--- src/rtl/ertn_ctrl.sv ---
// ertn_ctrl: exception-return sequencer. Drains memory ops, restores CRMD/LLBCTL/TLBRERA
// and redirects fetch to ERA or TLBRERA.
`default_nettype none

module ertn_ctrl #(
  parameter int DRAIN_MAX = 255
) (
  input  logic        clk,
  input  logic        reset,
  input  logic        ertn_valid,
  output logic        ertn_ready,
  input  logic        mem_idle,
  input  logic [31:0] csr_crmd,
  input  logic [31:0] csr_prmd,
  input  logic [31:0] csr_era,
  input  logic [31:0] csr_tlbrprmd,
  input  logic [31:0] csr_tlbrera,
  input  logic [31:0] csr_llbctl,
  output logic        crmd_we,
  output logic [31:0] crmd_wdata,
  output logic        tlbrera_we,
  output logic [31:0] tlbrera_wdata,
  output logic        llbctl_we,
  output logic [31:0] llbctl_wdata,
  output logic        redirect_valid,
  output logic [31:0] redirect_pc,
  input  logic        redirect_ack,
  output logic        busy,
  output logic        drain_timeout
);

  localparam logic [1:0] S_IDLE     = 2'd0;
  localparam logic [1:0] S_DRAIN    = 2'd1;
  localparam logic [1:0] S_RESTORE  = 2'd2;
  localparam logic [1:0] S_REDIRECT = 2'd3;

  localparam logic [7:0] CNT_LAST = 8'(DRAIN_MAX - 1);

  logic [1:0]  state;
  logic [1:0]  state_nx;
  logic [7:0]  drain_cnt;
  logic        is_tlbr;
  logic        timeout_hit;
  logic [31:0] target;
  logic [31:0] crmd_new;
  logic [31:0] llbctl_new;

  wire unused_bits = ^{csr_prmd[31:4], csr_tlbrprmd[31:5], csr_tlbrprmd[3], csr_era[1:0]};

  assign timeout_hit = (state == S_DRAIN) && !mem_idle && (drain_cnt == CNT_LAST);
  assign target      = is_tlbr ? {csr_tlbrera[31:2], 2'b00} : {csr_era[31:2], 2'b00};

  always_comb begin
    crmd_new = csr_crmd;
    if (is_tlbr) begin
      crmd_new[1:0] = csr_tlbrprmd[1:0];
      crmd_new[2]   = csr_tlbrprmd[2];
      crmd_new[9]   = csr_tlbrprmd[4];
      crmd_new[3]   = 1'b0;
      crmd_new[4]   = 1'b1;
    end else begin
      crmd_new[1:0] = csr_prmd[1:0];
      crmd_new[2]   = csr_prmd[2];
      crmd_new[9]   = csr_prmd[3];
    end
  end

  // KLO protects the LL bit across exactly one ERTN: consume KLO, otherwise drop ROLLB.
  always_comb begin
    llbctl_new = csr_llbctl;
    if (csr_llbctl[2]) llbctl_new[2] = 1'b0;
    else               llbctl_new[0] = 1'b0;
  end

  always_ff @(posedge clk or negedge reset) begin
    if (!reset) state <= S_IDLE;
    else        state <= state_nx;
  end

  always_ff @(posedge clk or negedge reset) begin
    if (!reset) begin
      drain_cnt   <= 8'd0;
      is_tlbr     <= 1'b0;
      redirect_pc <= 32'd0;
    end else begin
      case (state)
        S_IDLE: begin
          drain_cnt <= 8'd0;
          if (ertn_valid) is_tlbr <= csr_tlbrera[0];
        end
        S_DRAIN: begin
          if (drain_cnt != 8'hFF) drain_cnt <= drain_cnt + 8'd1;
        end
        S_RESTORE: begin
          redirect_pc <= target;
          drain_cnt   <= 8'd0;
        end
        default: ;
      endcase
    end
  end

  always_comb begin
    state_nx = state;
    case (state)
      S_IDLE:     if (ertn_valid) state_nx = S_DRAIN;
      S_DRAIN:    if (mem_idle || timeout_hit) state_nx = S_RESTORE;
      S_RESTORE:  state_nx = S_REDIRECT;
      S_REDIRECT: if (redirect_ack) state_nx = S_IDLE;
      default:    state_nx = S_IDLE;
    endcase
  end

  always_comb begin
    ertn_ready     = (state == S_IDLE);
    busy           = (state != S_IDLE);
    redirect_valid = (state == S_REDIRECT);
    drain_timeout  = timeout_hit;
    crmd_we        = 1'b0;
    crmd_wdata     = 32'd0;
    tlbrera_we     = 1'b0;
    tlbrera_wdata  = 32'd0;
    llbctl_we      = 1'b0;
    llbctl_wdata   = 32'd0;
    if (state == S_RESTORE) begin
      crmd_we       = 1'b1;
      crmd_wdata    = crmd_new;
      tlbrera_we    = is_tlbr;
      tlbrera_wdata = {csr_tlbrera[31:1], 1'b0};
      llbctl_we     = 1'b1;
      llbctl_wdata  = llbctl_new;
    end
  end

endmodule

`default_nettype wire
--- config.mk ---
export PLATFORM = sky130hd
export DESIGN_NAME = ertn_ctrl
export DESIGN_NICKNAME = d
export VERILOG_FILES = /design/src/rtl/ertn_ctrl.sv
export SDC_FILE = /design/constraint.sdc
export NUM_CORES = 1
export LEC_CHECK = 0
export ABC_AREA = 1
export ABC_CLOCK_PERIOD_IN_PS = 4800
export BUFFER_PORTS_ARGS = -buffer_cell sky130_fd_sc_hd__buf_4
export CELL_PAD_IN_SITES_DETAIL_PLACEMENT = 1
export CELL_PAD_IN_SITES_GLOBAL_PLACEMENT = 1
export CORE_AREA = 2 2 129 131
export CTS_BUF_LIST = sky130_fd_sc_hd__clkbuf_4 sky130_fd_sc_hd__clkbuf_8 sky130_fd_sc_hd__clkbuf_16
export CTS_CLUSTER_DIAMETER = 60
export DETAILED_ROUTE_END_ITERATION = 7
export DIE_AREA = 0 0 131 133
export HOLD_SLACK_MARGIN = 0.08
export PLACE_DENSITY = 0.78
export SLEW_MARGIN = 20
export SYNTH_ARGS = -nofsm -noshare
export SYNTH_HDL_FRONTEND = slang
export SYNTH_SLANG_ARGS = --single-unit
--- constraint.sdc ---
create_clock -name clk -period 4.8 [get_ports clk]
set_clock_uncertainty 0.05 [all_clocks]
set_input_delay 1.44 -clock clk [delete_from_list [all_inputs] [get_ports clk]]
set_output_delay 1.44 -clock clk [all_outputs]
set_load 0.1 [all_outputs]
==> results.yml <==
finish:
  diodes: 0
  area_growth_pct: 80.9
  drive_gt1_frac: 0.392
  fillCellCount: 2057
  final_common_cell: "buf_4"
  layout_common_cells: "buf_4 (269), nand2_1 (227), inv_1 (105)"
  final_nets: 938
sta:
  worst_pin_slew_ps: 650
  period_share: 0.803
  max_freq_mhz: 259
  drv_slew: 0
  period_needed_ps: 3860
  hold_viol: 0
  hold_slack_ps: 430
  fin_setup_tns_ps: 0
  rsz0062_at_grt: "false"
  slew_headroom: 0.566
  finalSetupViolCount: 0
floorplan:
  rows: 47
  die_h_um: 133
  io_pins: 332
  start_util: 0.179
  die_x_um: 131
  coreArea_um2: 16200
  die_area_um2: 17400
clock_tree:
  numCtsBuffers: 5
  cts_root_buffer: "clkbuf_16"
  cts_tree: "yes"
  postCtsSetupBuffers: 0
  cts_num_sinks: 41
  h-tree-depth: 2
  clockBufferDepth: 2
  cts_hold_buf: 0
  path_clk_slew_ps: 60
  cts.repair.resized: 0
  worstSkewPairLatency_ps: 280
yosys:
  async_flop_share: 1.00
  synth_edf_count: 0
  yosys-top-cells-area: "dfrtp_1 (35%), nand2_1 (29%), inv_1 (14%)"
  ys.flop_type: "dfrtp_1"
  syn-instance-count: 480
  yosysTopAreaCellShare: 0.355
  ys_ff_latch: 41
  ys_warn_count: 0
  syn_area_um2: 2890
  synth_area_leader_cell: "dfrtp_1"
  ys_types: 24
  synth.avg_cell_area_um2: 6.03
  ys_seq_area_frac: 0.355
worst_hold_path:
  hold-path-cell-count: 2
  min_path_type: "reg -> reg"
grt:
  antenna_found_initial: 0
  grt_pass1_vias: 3955
  grt_max_degree: 52
  grt_overflow_total: 0
  grt_pass1_wl_um: 19900
  grt_use_total: 0.145
detailed_routing:
  vias: 3872
  ant_nets: 0
  wirelength_um: 13200
  wl_met1_um: 4900
  avgRoutedWirePerCell_um: 13.8
  drt_iter0_drc: 121
  drc: 0
  met2WireLength_um: 6960
  viasPerCell: 4.05
  top_layer_used: "met4"
  met3_length_um: 1190
  dr.pass1.iters: 4
setup_path:
  r2r_cells: 8
  cp_max_fo: 51
  ff2ff_setup_slack_ps: 2380
  critical-path-slowest-cell: "ha_4"
  critical_path.cell_chain: "inv_1, ha_4, inv_2, nor2_1, buf_4"
  required_ps: 3310
  start_kind: "flop"
  critPathCaptureType: "output pin"
  critPathMaxStageDelay_ps: 540
  cp.arrival_ps: 2370
  crit_type: "reg -> out"
job:
  max-cap-violations: 0
placement:
  io_buffers: 265
  gp_congestion: 0.771
  hpwl_um: 10500
outcome:
  status: "finished clean"
==> registers in the layout, indices dropped and copies added (netlist names) <==
register	flops
redirect_pc	30
drain_cnt	8
state	2
is_tlbr	1
==> area by class of cell <==
cell class | count | area [um^2] | share of cell area
Tap cell | 220 | 275 | 0.0526
Sequential cell | 41 | 1030 | 0.196
Inverter | 106 | 398 | 0.0760
Timing Repair Buffer | 269 | 2020 | 0.386
Clock buffer | 7 | 146 | 0.0280
Multi-Input combinational cell | 312 | 1370 | 0.261
==> cell families after synthesis <==
| family | after synthesis | share of synthesized area |
|---|---|---|
| simple gates | 263 | 0.359 |
| buf+inv | 130 | 0.183 |
| fa+ha+maj | 6 | 0.0260 |
| flops | 41 | 0.355 |
| compound gates | 36 | 0.0675 |
| xor+xnor | 3 | 0.00908 |
| other cells | 1 | 0.00130 |
==> critical path: cells and delay by family (launching register included) <==
kind / cells / cell delay (ps)
adders and majority gates: 1 / 540
DFF: 1 / 420
and+or+nand+nor: 1 / 200
buffers and inverters: 3 / 900
==> final timing paths <==
kind | from | to
max in group asynchronous | reset | redirect_pc[30]
worst min register to register | redirect_pc[19] | redirect_pc[19]
min in group asynchronous | reset | redirect_pc[14]
worst min-delay path | redirect_pc[19] | redirect_pc[19]
worst max register to register | state[0] | drain_cnt[6]
worst max-delay path | state[0] | llbctl_wdata[0]
==> stage by stage <==
step           cell area (um^2)  setup WS, ps  cells   util
3_3_place_gp               5090          1210    948  0.315
6_report                   5230           944    955  0.324
3_5_place_dp               5090          1160    948  0.315
2_1_floorplan              2910           165    483      -
5_1_grt                    5230           728    955  0.324
4_1_cts                    5230           836    955  0.324
==> Yosys cell counts (6+ instances only) <==
cell / instances
buf_2: 11
buf_4: 7
clkbuf_1: 6
dfrtp_1: 41
ha_1: 6
inv_1: 105
nand2_1: 227
nand3_1: 13
nor2_1: 12
o21ai_0: 26
o21ai_1: 7
==> metal layers <==
layer	vias to the layer above	GRT usage
met3	11	0.0380
li1	1880	-
met5	-	0
met1	1834	0.152
met4	0	0.0284
met2	147	0.284
Power is not shown: default switching activity piles up to over one toggle a cycle in this logic, so the estimate is an artifact.
